<file path="config.mk">
export PLATFORM = sky130hd
export DESIGN_NAME = clk_div_ctrl
export DESIGN_NICKNAME = d
export VERILOG_FILES = /design/src/rtl/clk_div_pkg.sv /design/src/rtl/clk_div_cnt.sv /design/src/rtl/clk_div_ctrl.sv
export SDC_FILE = /design/constraint.sdc
export NUM_CORES = 1
export LEC_CHECK = 0
export ABC_AREA = 1
export BUFFER_PORTS_ARGS = -buffer_cell sky130_fd_sc_hd__clkbuf_2
export CAP_MARGIN = 15
export CORE_ASPECT_RATIO = 1.1
export CORE_MARGIN = 4
export CORE_UTILIZATION = 25
export DETAILED_ROUTE_END_ITERATION = 8
export GPL_ROUTABILITY_DRIVEN = 0
export PLACE_DENSITY = 0.51
export SETUP_SLACK_MARGIN = 0.4
export SYNTH_ARGS = -nofsm -noshare
export SYNTH_HDL_FRONTEND = slang
export SYNTH_SLANG_ARGS = --single-unit
</file>
<file path="constraint.sdc">
create_clock -name clk -period 3.2 [get_ports clk]
set_input_delay 0.64 -clock clk [delete_from_list [all_inputs] [get_ports clk]]
set_output_delay 0.64 -clock clk [all_outputs]
set_load 0.1 [all_outputs]
</file>
<file path="src/rtl/clk_div_pkg.sv">
// Shared definitions for the synchronous clock divider controller:
// state encoding, default sizing and the rate-index helpers.
package clk_div_pkg;

  typedef enum logic [1:0] {
    ST_IDLE = 2'd0,
    ST_RUN  = 2'd1,
    ST_PEND = 2'd2
  } state_t;

  localparam int unsigned CNT_W_DEF   = 16;
  localparam int unsigned RST_SEL_DEF = 9;

  // Largest usable index is cnt_w-1; anything above is pinned to it.
  function automatic int unsigned clamp_sel(input int unsigned s, input int unsigned cnt_w);
    return (s >= cnt_w) ? cnt_w - 1 : s;
  endfunction

  // Terminal-count mask (2 << s) - 1, wide enough for any counter up to 32 bits.
  function automatic logic [32:0] sel_mask(input int unsigned s);
    return (33'd2 << s) - 33'd1;
  endfunction

endpackage

</file>
<file path="src/rtl/clk_div_cnt.sv">
// Free-running divider counter with synchronous clear, enable and
// terminal-count detect against a caller-supplied mask.
module clk_div_cnt #(
  parameter int unsigned CNT_W = 16
) (
  input  logic             clk,
  input  logic             rst,
  input  logic             clr,
  input  logic             en,
  input  logic [CNT_W-1:0] mask,
  output logic [CNT_W-1:0] cnt,
  output logic             tc
);

  assign tc = (cnt == mask);

  always_ff @(posedge clk) begin
    if (rst || clr)
      cnt <= '0;
    else if (en)
      cnt <= tc ? '0 : cnt + CNT_W'(1);
  end

endmodule

</file>
<file path="src/rtl/clk_div_ctrl.sv">
// Single-clock divider controller: tick and square-wave outputs at
// f_clk / 2^(sel_act+1), with glitch-free rate changes via valid/ready.
module clk_div_ctrl
  import clk_div_pkg::*;
#(
  parameter int unsigned CNT_W   = CNT_W_DEF,
  parameter int unsigned SEL_W   = 5,
  parameter int unsigned RST_SEL = RST_SEL_DEF
) (
  input  logic             clk,
  input  logic             rst,
  input  logic             run,
  input  logic             sel_valid,
  input  logic [SEL_W-1:0] sel,
  output logic             sel_ready,
  output logic             tick,
  output logic             sq_out,
  output logic [SEL_W-1:0] sel_act,
  output logic             busy
);

  state_t           state, state_nxt;
  logic [SEL_W-1:0] sel_pend, sel_pend_nxt, sel_act_nxt, sel_clamped;
  logic             tick_nxt, sq_nxt;
  logic             cnt_en, cnt_clr, tc, sq_bit, xfer;
  logic [CNT_W-1:0] mask, cnt;

  assign sel_clamped = SEL_W'(clamp_sel(32'(sel), CNT_W));
  assign mask        = CNT_W'(sel_mask(32'(sel_act)));
  // mask ^ (mask >> 1) isolates bit sel_act, i.e. the half-period bit of cnt.
  assign sq_bit      = |(cnt & (mask ^ (mask >> 1)));
  assign xfer        = sel_valid && sel_ready;
  assign busy        = (state == ST_RUN) || (state == ST_PEND);

  clk_div_cnt #(
    .CNT_W(CNT_W)
  ) u_cnt (
    .clk  (clk),
    .rst  (rst),
    .clr  (cnt_clr),
    .en   (cnt_en),
    .mask (mask),
    .cnt  (cnt),
    .tc   (tc)
  );

  always_comb begin
    state_nxt    = state;
    sel_act_nxt  = sel_act;
    sel_pend_nxt = sel_pend;
    tick_nxt     = 1'b0;
    sq_nxt       = 1'b0;
    cnt_en       = 1'b0;
    cnt_clr      = 1'b1;
    case (state)
      ST_IDLE: begin
        if (xfer) sel_act_nxt = sel_clamped;
        if (run)  state_nxt   = ST_RUN;
      end
      ST_RUN: begin
        if (!run) begin
          state_nxt = ST_IDLE;
          if (xfer) sel_act_nxt = sel_clamped;
        end else begin
          cnt_en   = 1'b1;
          cnt_clr  = 1'b0;
          tick_nxt = tc;
          sq_nxt   = sq_bit;
          if (xfer) begin
            sel_pend_nxt = sel_clamped;
            state_nxt    = ST_PEND;
          end
        end
      end
      ST_PEND: begin
        if (!run) begin
          state_nxt   = ST_IDLE;
          sel_act_nxt = sel_pend;
        end else begin
          cnt_en   = 1'b1;
          cnt_clr  = 1'b0;
          tick_nxt = tc;
          sq_nxt   = sq_bit;
          if (tc) begin
            sel_act_nxt = sel_pend;
            state_nxt   = ST_RUN;
          end
        end
      end
      default: state_nxt = ST_IDLE;
    endcase
  end

  always_ff @(posedge clk) begin
    if (rst) begin
      state     <= ST_IDLE;
      sel_act   <= SEL_W'(RST_SEL);
      sel_pend  <= '0;
      tick      <= 1'b0;
      sq_out    <= 1'b0;
      sel_ready <= 1'b1;
    end else begin
      state     <= state_nxt;
      sel_act   <= sel_act_nxt;
      sel_pend  <= sel_pend_nxt;
      tick      <= tick_nxt;
      sq_out    <= sq_nxt;
      sel_ready <= (state_nxt != ST_PEND);
    end
  end

endmodule

</file>
# [Word level (Yosys, flattened, before mapping)]
# Index checks and enable logic that the tools add are counted.
# Widths: inputs -> output; s select.
[classes] multipliers=0 n_div=0 magnitude_cmp=1 n_addsub=2 shift=1 n_bitwise=4 reduce_logical=10 n_eq_ne=6 n_mux=17
[op_table] op="$mux 5" count=5
[op_table] op="$add 16x1->16 const B" count=1
[op_table] op="$and 16x16->16" count=1
[op_table] op="$eq 16x16->1" count=1
[op_table] op="$mux 16" count=1
[op_table] op="$reduce_or 16->1" count=1
[op_table] op="$shl 2x5->16 const A" count=1
[op_table] op="$sub 16x1->16 const B" count=1
[op_table] op="$xor 16x15->16" count=1
[op_table] op="$pmux 5 s3" count=1
[op_table] op="$mux 2" count=5
[op_table] op="$pmux 2 s3" count=1
[op_table] op="$reduce_and 3->1" count=2
[op_table] op="$ge 5x5->1 const B" count=1
[op_table] op="$mux 1" count=4
[op_table] op="$ne 2x2->1 const B" count=2
[op_table] op="$ne 3x3->1 const B" count=1
[op_table] op="$reduce_bool 3->1" count=1
[op_table] op="$reduce_or 3->1" count=1
[op_table] op="$eq 2x1->1 const B" count=1
[op_table] op="$eq 2x2->1 const B" count=1
[op_table] op="$logic_not 2->1" count=1
[op_table] op="$logic_or 1x1->1" count=2
[op_table] op="$not 1->1" count=2
[op_table] op="2 further kinds" count=2
[totals] mem_bits_ro=0 wordCells=48 latch_bits=0 out_inout_bits=9 register_bits=31 input_bits=9 ramBits=0 mem_count=0

# [Logic depth before layout (Yosys ltp)]
# Gate-level depths: netlist of run 1.
[depth] word_depth=7 ltp_mapped=27 ltp_nobuf=26

# [Modules after synthesis]
# Synthesis of run 1 repeated with hierarchy kept, for this count alone.
[hier_totals] cells_unflattened=423 area_unflattened_um2=2481.1
[by_module_without_submodules] mod="clk_div_ctrl" area_each_um2=1371.3 n_inst=1 seq_area_each_um2=300.3 cells_per_inst=232
[by_module_without_submodules] mod="clk_div_cnt" area_each_um2=1109.8 n_inst=1 seq_area_each_um2=320.3 cells_per_inst=191

# [Worst setup path after synthesis of run 1]
# OpenSTA, ideal clock, no wires.
[synth_path] path_kind="reg-to-reg" start="register sel_act[2]" end="register sel_act[3]" required_ps=3074 path_buffers=1 arrival_ps=3732 stages_incl_launch_ff=27 setup_ps=126 setup_slack_ps=-657 path_cell_list="dfxtp_1 > inv_2 > nand2_1 > inv_2 > nand2_1 > ha_1 > buf_2 > nand2_4 > inv_1 > nand4_1 > nor2_1 > xor2_1 > ha_1 > inv_1 > nand3_1 > nor2_1 > nand2_1 > nor2_1 > nand2_1 > nor2_1 > nand3_1 > nor2_1 > nand3_2 > nand2_4 > nand2_4 > nand2_1 > nand3_1"
[synth_via] elab_chain_cells=5
[synth_lines] element="start, declared" line="clk_div_ctrl.sv:18" text="output logic [SEL_W-1:0] sel_act,"
[synth_lines] element="start signal, assigned" line="clk_div_ctrl.sv:97" text="sel_act <= SEL_W'(RST_SEL);"
[synth_lines] element="start signal, assigned" line="clk_div_ctrl.sv:104" text="sel_act <= sel_act_nxt;"
[synth_lines] element="$shl 2x5->16" line="clk_div_pkg.sv:21" text="return (33'd2 << s) - 33'd1;"
[synth_lines] element="$sub 16x1->16" line="clk_div_pkg.sv:21"
[synth_lines] element="$eq 16x16->1" line="clk_div_cnt.sv:15" text="assign tc = (cnt == mask);"
[synth_lines] element="$ne 3x3->1 (no line)"
[synth_lines] element="$reduce_and 3->1 (no line)"
# Every way passes these cells.
# A chain may end at the register's enable or synchronous reset.

# [Worst setup path in the final report of run 1]
[layout_path] start="register sel_act[4]" end="register u_cnt.cnt[10]"
[layout_via] elab_chain_cells=4
[layout_lines] element="$shl 2x5->16" line="clk_div_pkg.sv:21"
[layout_lines] element="$sub 16x1->16" line="clk_div_pkg.sv:21"
[layout_lines] element="$eq 16x16->1" line="clk_div_cnt.sv:15"
[layout_lines] element="$mux 16" line="clk_div_cnt.sv:21" text="cnt <= tc ? '0 : cnt + CNT_W'(1);"
[layout_lines] element="end signal, assigned" line="clk_div_cnt.sv:21"
[layout_lines] element="end, declared" line="clk_div_cnt.sv:11" text="output logic [CNT_W-1:0] cnt,"
# Every way passes these cells.

==> impl_results.md, run 1 <==
* Run status: finished clean
* Register area share after synthesis at 28.2%
* Slew Limit Fails at 0
* Maxcap violations at 0
* Fill count at 913
* Post-route ant nets at 0
* Final Cycle Share at 95.8%
* Ant diodes at 0
* Top cell by count, worst path: nor2_2
* Max Freq at 326 MHz
* Synth Flop Type: dfxtp_1
* Netlist Area Pre-Place at 2200 um2
* Grt ovf at 0
* Final std cells w/o fill at 521
* Core area at 8500 um2
* Buf+Inv Stages, Crit Path at 5
* Crit path max-delay cell type: dfxtp_4
* Area growth, synth to finish at 35.2%
* Netlist cell types at 33
* Setup CP Type: reg -> reg
* RSZ-0062 raised after global routing: yes
* TritonCTS buffer count at 5
* Util after Layout at 35.0%
* Synth area leaders: dfxtp_1 (28%), nand2_1 (16%), nor2_1 (9.7%)
* Most frequent cells in the layout: nand2_1 (83), nor2_1 (50), inv_1 (40)
* Die W at 97.5 um
* Die Area at 10400 um2
* Worst-Margin Slew at 0.748 ns
* CP delay by family, top: simple AND/OR/NAND/NOR gates
* Initial Utilization at 25.9%
* Yosys warning count at 0
* Most common cell after layout, fill and taps aside: nand2_1
* Routed wire length at 6.62 mm
* Largest net degree at the start of global routing at 11
* Clock transition at path regs at 0.07 ns
* Number of remaining DRC errors at 0
* Ports at 18
* WP data arrival at 3.24 ns
* DR vias at 2445
* Dpl hpwl at 4.58 mm
* Number of synthesized flops with an enable pin at 0
* Pre-CTS WS at 0.0297 ns
* Clock Path Buffers at 2
* Worst slew margin at 49.9%
* Depth of the CTS H-tree at 2
* # port buffers at 17
* Syn Nets at 372
* Syn avg cell area at 6.19 um2
* R2R Setup Slk at 0.13 ns
* VDD IR max at 0.135 mV
* CTS tree: done
* Leading area contributor after synthesis: dfxtp_1
* Fin worst setup slack at 0.134 ns
* Setup Skew at 0.0119 ns
* FP Rows at 35
* Synthesized instance count at 356
* Vias in the first global route at 2312
* Final nets at 425
* Peak per-stage delay on the critical path at 0.36 ns
* Worst hold path type: reg -> reg
* Post-synth ARST share at 0%
* Vias per cell at 4.69
* Initial antenna violation count at 0
* Wirelength per Cell at 12.7 um
* Number of detailed-route iterations in the first pass at 5
* Required time of the critical path at 3.38 ns
* Layout cell share with drive strength beyond 1 at 27.3%
* Initial DRC count at 221
* Crit end category: register
* Flops & latches, synth at 31
* PD cells at 395 nW/um2
* Synth top area share at 28.2%
* Inst Count DP at 484
* Critical Path Fanout Max at 8
* Min cycle time layout at 3.07 ns
* Final setup viols at 0
* Clock sink count at 31
* Total track usage at 12.5%
* P_leak at 1.27 nW
* Root Buffer Master: clkbuf_8
* Global-route wire length before repair at 10.7 mm
* CP Launch Type: register
* Hold Fails Final Rpt at 0
* Worst-Skew Late Latency at 0.29 ns
* Die span in y at 106 um
==> path summary, 6_finish.rpt <==
kind / start / endpoint / cells past startpoint
max: sel_act[4] / u_cnt.cnt[10] / 25
min reg2reg: sel_pend[4] / sel_pend[4] / 2
max reg2reg: sel_act[4] / u_cnt.cnt[10] / 25
min: sel_pend[4] / sel_pend[4] / 2
==> layer usage <==
metal	global-route usage [%]	part of all wire (%)	vias up
li1	-	-	1250
met5	0	0	-
met3	2.62	5.4	17
met1	15.0	43	1101
met2	21.4	48	77
met4	5.74	3.8	0
==> registers in the layout (all words and copies together) (netlist names) <==
signal,cells
sel_pend,5
sq_out,1
sel_ready,1
sel_act,5
state,2
tick,1
u_cnt.cnt,16
==> kinds of logic (layout without fill, tap and decap cells) <==
family,count (synthesis),after routing,share of synthesized area (%)
simple gates,216,217,44.4
buf+inv,49,102,8.75
compound gates,44,44,11.1
flops,31,31,28.2
xor+xnor,9,9,3.58
fa+ha+maj,7,7,3.98
==> timing repair <==
action	4_1_cts	5_1_grt
gates cloned	1	0
setup buffers	21	7
hold buffers	0	0
endpoints found under the setup margin	25	26
pin swaps	15	20
gates resized for setup	11	29
==> per-stage QoR <==
step           setup TNS, ns  hold slack (ns)  power (W)  area [um2]
6_report                   0            0.448    0.00118        2980
5_1_grt                -1.73            0.487    0.00124        2980
4_1_cts                    0            0.447    0.00112        2820
3_5_place_dp               0            0.435   0.000710        2490
3_3_place_gp               0            0.435   0.000711        2490
2_1_floorplan              0            0.425   0.000646        2270
==> Yosys cell counts (2+ instances only) <==
cell	number
nand2_1	92
nor2_1	57
inv_1	42
nand3_1	36
dfxtp_1	31
o21ai_0	20
a21oi_1	16
ha_1	7
xor2_1	7
nand2_2	5
inv_2	4
nor3_1	4
nor3b_1	4
nand2_4	3
nand3_2	3
nand4_1	3
nor2_2	3
nor2_4	2
nor3_2	2
xnor2_1	2
==> tightest hold or removal path, stage by stage, from the launching register on <==
cell,delay [ns]
dfxtp_1,0.31
nand2_1,0.06
nor2_1,0.04
==> layout make-up <==
| cell class | instances | area [um2] | share of cell area (%) |
|---|---|---|---|
| sequential | 31 | 639 | 21.5 |
| timing repair buffer | 48 | 368 | 12.4 |
| multi-input combinational | 277 | 1550 | 52.1 |
| tap | 111 | 139 | 4.67 |
| clock buffer | 8 | 100 | 3.36 |
| inverter | 46 | 180 | 6.05 |
==> where the power goes <==
group | internal [W] | switching, W
Combinational | 0.000161 | 0.000255
Sequential | 0.000396 | 0.0000138
Clock | 0.000196 | 0.000155
No activity file was read; power rests on OpenSTA's default activity.
==> inputs of run 2 (changes only) <==
Settings changed: CORE_UTILIZATION 25 to 54, PLACE_DENSITY 0.51 to 0.86.
==> impl_results.md, run 2 (synthesis gave the netlist of run 1 again) <==
* Maxcap violations at 0 (unchanged)
* Slew Limit Fails at 0 (unchanged)
* Max Freq at 315 MHz (-3.5%)
* Fin worst setup slack at 0.0242 ns (-0.110 ns)
* Most frequent cells in the layout: nand2_1 (85), nor2_1 (47), inv_1 (39)
* P_leak at 1.27 nW (+0.36%)
* Core area at 3960 um2 (-53%)
* Layout cell share with drive strength beyond 1 at 28.3% (+0.98 points)
* GR Util met3 at 9.10% (+6.5 points)
* Post-CTS Hold Buffers at 0 (unchanged)
* Worst slew margin at 51.3% (+1.3 points)
* Top flop regs: u_cnt.cnt (16), sel_act (5), sel_pend (5)
* Met2 GRT Util at 47.7% (+26 points)
* Total track usage at 29.9% (+17 points)
* Area after DPL at 2400 um2 (-3.6%)
* Required time of the critical path at 3.43 ns (+0.05 ns)
* Worst-Skew Late Latency at 0.30 ns (about the same)
* R2R Setup Slk at 0.02 ns (-0.11 ns)
* CP Launch Point: sel_act[3]
* PD cells at 429 nW/um2 (+8.6%)
* Min cycle time layout at 3.18 ns (+0.110 ns)
* Grt ovf at 0 (unchanged)
* Setup CP Type: reg -> reg
* VDD IR max at 0.257 mV (+90%)
* Largest net degree at the start of global routing at 11 (unchanged)
* Vias in the first global route at 2598 (+12%)
* Global-route wire length before repair at 11.5 mm (+7.9%)
* Dpl hpwl at 4.27 mm (-6.8%)
* Final Cycle Share at 99.2% (+3.4 points)
* Total chip power at 0.00125 W (+6.0%)
* Met1 GRT Util at 32.4% (+17 points)
* Wirelength per Cell at 16.3 um (+28%)
* TritonCTS buffer count at 5 (unchanged)
* RR Startpoint: sel_act[3]
* Number of remaining DRC errors at 0 (unchanged)
* RSZ-0062 raised after global routing: yes
* Post-route ant nets at 0 (unchanged)
* Final nets at 425 (unchanged)
* Fill count at 285 (-69%)
* Register area at 639 um2 (unchanged)
* Hold Crit Start: sel_pend[4]
* Worst hold path type: reg -> reg
* Pre-CTS WS at 0.107 ns (+0.0770 ns)
* Number of detailed-route iterations in the first pass at 8 (+3)
* Clock sink count at 31 (unchanged)
* Ant diodes at 0 (unchanged)
* Top Usage Layer GRT: met2
* Min-Delay Endpoint: sel_pend[4]
* FP Rows at 24 (-31%)
* Largest register by flop count: u_cnt.cnt
* Initial Utilization at 55.6% (+30 points)
* DR vias at 2750 (+12%)
* R2r worst-path depth at 22 (-12%)
* Routed wire length at 7.54 mm (+14%)
* Initial antenna violation count at 0 (unchanged)
* Setup Skew at 0.0111 ns (-0.000842 ns)
* Hold Fails Final Rpt at 0 (unchanged)
* Die Area at 5160 um2 (-50%)
* Root Buffer Master: clkbuf_8
* Clock transition at path regs at 0.08 ns (about the same)
* Depth of the CTS H-tree at 2 (unchanged)
* Crit end category: register
* CP Launch Type: register
* Worst-Margin Slew at 0.728 ns (-0.0200 ns)
* Most common cell after layout, fill and taps aside: nand2_1
* Max FFs per register at 16 (unchanged)
* Initial DRC count at 478 (+120%)
* Critical Path Fanout Max at 7 (-1)
* Area of the multi-input gates at 1570 um2 (+1.5%)
* Util after Layout at 73.3% (+38 points)
* Die span in y at 75.0 um (-30%)
* Vias per cell at 5.95 (+27%)
* Final setup viols at 0 (unchanged)
* Worst R2R End: sel_act[2]
* # port buffers at 17 (unchanged)
* WP data arrival at 3.41 ns (+0.17 ns)
* Die W at 68.9 um (-29%)
* Area growth, synth to finish at 31.9%
* Ports at 18 (unchanged)
* Hold-critical path depth at 2 (unchanged)
* Clock Path Buffers at 2 (unchanged)
* CTS tree: done
* Run status: finished clean
* Cell area after layout at 2910 um2 (-2.4%)
## run 2: cell count changes in the layout (fill, tap and decap cells not counted), sizes merged
cell | before | now
clkbuf | 25 | 23
clkinv | 0 | 1
bufinv | 0 | 1
## run 2: final cells by class
type / count / area share [%]
flip-flops and latches: 31 / 22.0
multi-input cells: 277 / 54.2
clock buffers: 6 / 2.84
clock inverters: 2 / 1.21
inverters: 46 / 6.20
well taps: 52 / 2.24
repair buffers: 48 / 11.3
## run 2: how the worst max path moves through the flow
stage	end	slack [ns]	cells past startpoint
after floorplan	u_cnt.cnt[15]	0.12	25
after global placement	u_cnt.cnt[4]	0.25	23
after detailed placement	u_cnt.cnt[9]	0.11	23
after CTS	sel_act[1]	0.28	26
after global routing	sel_act[2]	-0.20	24
final	sel_act[2]	0.02	22
## run 2: through the flow
step                hold slack (ns)  TNS, ns  cells
CTS                           0.449        0    456
floorplan                     0.425        0    356
global placement              0.431        0    423
detailed placement            0.439        0    423
finish                        0.446        0    462
global route                  0.469    -2.46    462
## run 2: power breakdown
| group | leakage (nW) | total (W) | switching [W] | internal [W] |
|---|---|---|---|---|
| logic | 0.955 | 0.000421 | 0.000275 | 0.000146 |
| registers | 0.254 | 0.000411 | 0.0000147 | 0.000396 |
| clock network | 0.0612 | 0.000415 | 0.000163 | 0.000252 |
## run 2: critical path, cell delays in order, from the launching register on
cell and delay, ns:
dfxtp_4 0.36, buf_4 0.15, nand2_2 0.11, nor2_4 0.06
nand2_2 0.15, nand4_1 0.22, buf_4 0.20, buf_4 0.12
buf_4 0.13, buf_4 0.13, buf_4 0.12, buf_4 0.12
buf_4 0.13, buf_4 0.13, nand3_1 0.10, nand2_1 0.08
nor2_1 0.17, nand3_4 0.14, nand2_4 0.12, nand2_4 0.09
nand2_1 0.10, nand2_1 0.06, nor2_1 0.09
## run 2: repair_timing
action	CTS	global route
pin swaps	20	13
cloned	1	0
gates resized for setup	21	19
endpoints found under the setup margin	24	26
buffers inserted	24	6
## run 2: per-layer routing
| layer | up-vias | routed length (um) |
|---|---|---|
| met4 | 0 | 688 |
| met5 | - | 0 |
| met3 | 89 | 757 |
| met2 | 220 | 3350 |
| li1 | 1246 | - |
| met1 | 1195 | 2740 |
==> inputs of run 3 (changes only) <==
Settings changed: CELL_PAD_IN_SITES_DETAIL_PLACEMENT set to 2, CELL_PAD_IN_SITES_GLOBAL_PLACEMENT set to 2, CORE_UTILIZATION 54 to 29, PLACE_DENSITY 0.86 to 0.85, SLEW_MARGIN set to 20.
==> impl_results.md, run 3 (synthesis gave the netlist of run 1 again) <==
* VDD IR max at 0.251 mV (-2.3%)
* RR Startpoint: sel_act[4]
* TritonCTS buffer count at 5 (unchanged)
* Root Buffer Master: clkbuf_8
* Max FFs per register at 16 (unchanged)
* Hold-critical path depth at 2 (unchanged)
* Total track usage at 21.6% (-8.3 points)
* Number of detailed-route iterations in the first pass at 4 (-4)
* Ant diodes at 0 (unchanged)
* Total chip power at 0.00114 W (-8.4%)
* Wirelength per Cell at 20.7 um (+27%)
* Largest register by flop count: u_cnt.cnt
* Dpl hpwl at 6.41 mm (+50%)
* Worst-Skew Late Latency at 0.29 ns (about the same)
* Vias in the first global route at 2873 (+11%)
* Die Area at 9050 um2 (+75%)
* R2R Setup Slk at -0.09 ns (-0.11 ns)
* Die W at 91.1 um (+32%)
* Post-route ant nets at 0 (unchanged)
* Worst R2R End: sel_act[3]
* RSZ-0062 raised after global routing: yes
* Worst setup endpoint: sel_act[3]
* Most common cell after layout, fill and taps aside: nand2_1
* Global-route wire length before repair at 15.4 mm (+34%)
* Pre-CTS WS at -0.0856 ns (-0.192 ns)
* Initial Utilization at 29.6% (-26 points)
* Setup TNS at -0.473 ns (-0.473 ns)
* Layout cell share with drive strength beyond 1 at 25.9% (-2.4 points)
* Crit end category: register
* Die span in y at 99.4 um (+33%)
* Run status: complete, but fails checks
* Fill count at 910 (+220%)
* Routed wl met3 at 180 um (-76%)
* Max Freq at 304 MHz (-3.4%)
* Initial DRC count at 99 (-79%)
* Clock Path Buffers at 2 (unchanged)
* P_leak at 1.25 nW (-1.5%)
* Initial antenna violation count at 0 (unchanged)
* Most frequent cells in the layout: nand2_1 (85), nor2_1 (52), inv_1 (40)
* Min cycle time layout at 3.29 ns (+0.113 ns)
* Slew Limit Fails at 0 (unchanged)
* Clock transition at path regs at 0.08 ns (about the same)
* Routed wire length at 10.3 mm (+36%)
* Final setup viols at 14 (+14)
* Setup Skew at 0.00664 ns (-0.00442 ns)
* CP Launch Point: sel_act[4]
* Post-CTS Hold Buffers at 0 (unchanged)
* Failing checks: negative setup slack
* Largest net degree at the start of global routing at 11 (unchanged)
* Hold Crit Start: sel_pend[4]
* Area growth, synth to finish at 32.2%
* WP data arrival at 3.45 ns (+0.04 ns)
* Worst hold path type: reg -> reg
* Worst-Margin Slew at 0.787 ns (+0.0590 ns)
* DR vias at 2625 (-4.5%)
* Met1 wire length at 4.29 mm (+57%)
* Routed wl met2 at 5.62 mm (+68%)
* CP Launch Type: register
* Setup CP Type: reg -> reg
* Fin worst setup slack at -0.0893 ns (-0.113 ns)
* FP Rows at 33 (+38%)
* Top flop regs: u_cnt.cnt (16), sel_act (5), sel_pend (5)
* R2r worst-path depth at 26 (+18%)
* PD cells at 393 nW/um2 (-8.5%)
* Grt ovf at 0 (unchanged)
* Final nets at 424 (-0.24%)
* Core area at 7430 um2 (+88%)
* Maxcap violations at 0 (unchanged)
* Required time of the critical path at 3.36 ns (-0.07 ns)
* Depth of the CTS H-tree at 2 (unchanged)
* Final Cycle Share at 103% (+3.5 points)
* Vias per cell at 5.29 (-11%)
* Ports at 18 (unchanged)
* Hold Fails Final Rpt at 0 (unchanged)
* Worst slew margin at 47.5% (-3.8 points)
* CTS tree: done
* Number of remaining DRC errors at 0 (unchanged)
* Clock sink count at 31 (unchanged)
* Critical Path Fanout Max at 7 (unchanged)
* # port buffers at 17 (unchanged)
* Top Metal Used: met4
## run 3: worst min path at each step
stage | endpoint | slack (ns)
after floorplan | sel_pend[4] | 0.42
after global placement | sel_pend[4] | 0.43
after detailed placement | sel_pend[4] | 0.45
after CTS | sel_pend[4] | 0.47
after global routing | sel_pend[4] | 0.48
final | sel_pend[4] | 0.46
## run 3: stage by stage
stage	utilization, %	hold slack, ns	cell area (um2)	std cells
finish	39.2	0.459	2910	496
global route	39.2	0.485	2910	496
CTS	37.1	0.466	2760	486
detailed placement	33.4	0.453	2480	463
global placement	33.4	0.432	2480	463
floorplan	-	0.425	2270	356
## run 3: cell type report
| cell class | instances | area, um2 | share of cell area [%] |
|---|---|---|---|
| clock inverter | 2 | 12.5 | 0.430 |
| timing repair buffer | 47 | 338 | 11.6 |
| multi-input combinational | 277 | 1560 | 53.6 |
| sequential | 31 | 639 | 22.0 |
| clock buffer | 6 | 72.6 | 2.49 |
| inverter | 46 | 180 | 6.19 |
| tap | 87 | 109 | 3.74 |
## run 3: what timing repair did
item	CTS	global route
resized for setup	18	15
pin swaps	17	19
cloned	1	0
setup buffers	14	10
setup endpoints to repair	25	26
## run 3: metal layers
layer  global-route usage, %  vias up
met4                    5.80        0
met3                    2.95       15
met2                    41.1       34
met5                       0        -
li1                        -     1246
met1                    25.3     1330
## run 3: critical path, stage by stage (launching register included)
cell,delay [ns]
dfxtp_4,0.36
nor2_4,0.12
buf_12,0.15
nand2_8,0.06
inv_4,0.06
nand2_4,0.05
ha_4,0.17
nand2_4,0.06
inv_2,0.04
nand4_1,0.09
nor2_1,0.07
xor2_1,0.22
ha_1,0.28
inv_2,0.06
nand3_2,0.08
nor2_2,0.11
nand2_1,0.06
nor2_1,0.10
nand2_1,0.06
nor2_1,0.11
nand3_1,0.11
nor2_2,0.12
nand3_2,0.14
nand2_4,0.15
nand2_8,0.08
nand2_1,0.12
nand3_1,0.09
## run 3: power by group
group / switching, W / leakage [nW] / internal [W]
Combinational: 0.000280 / 0.956 / 0.000127
Clock: 0.000170 / 0.0412 / 0.000152
Sequential: 0.0000170 / 0.254 / 0.000396
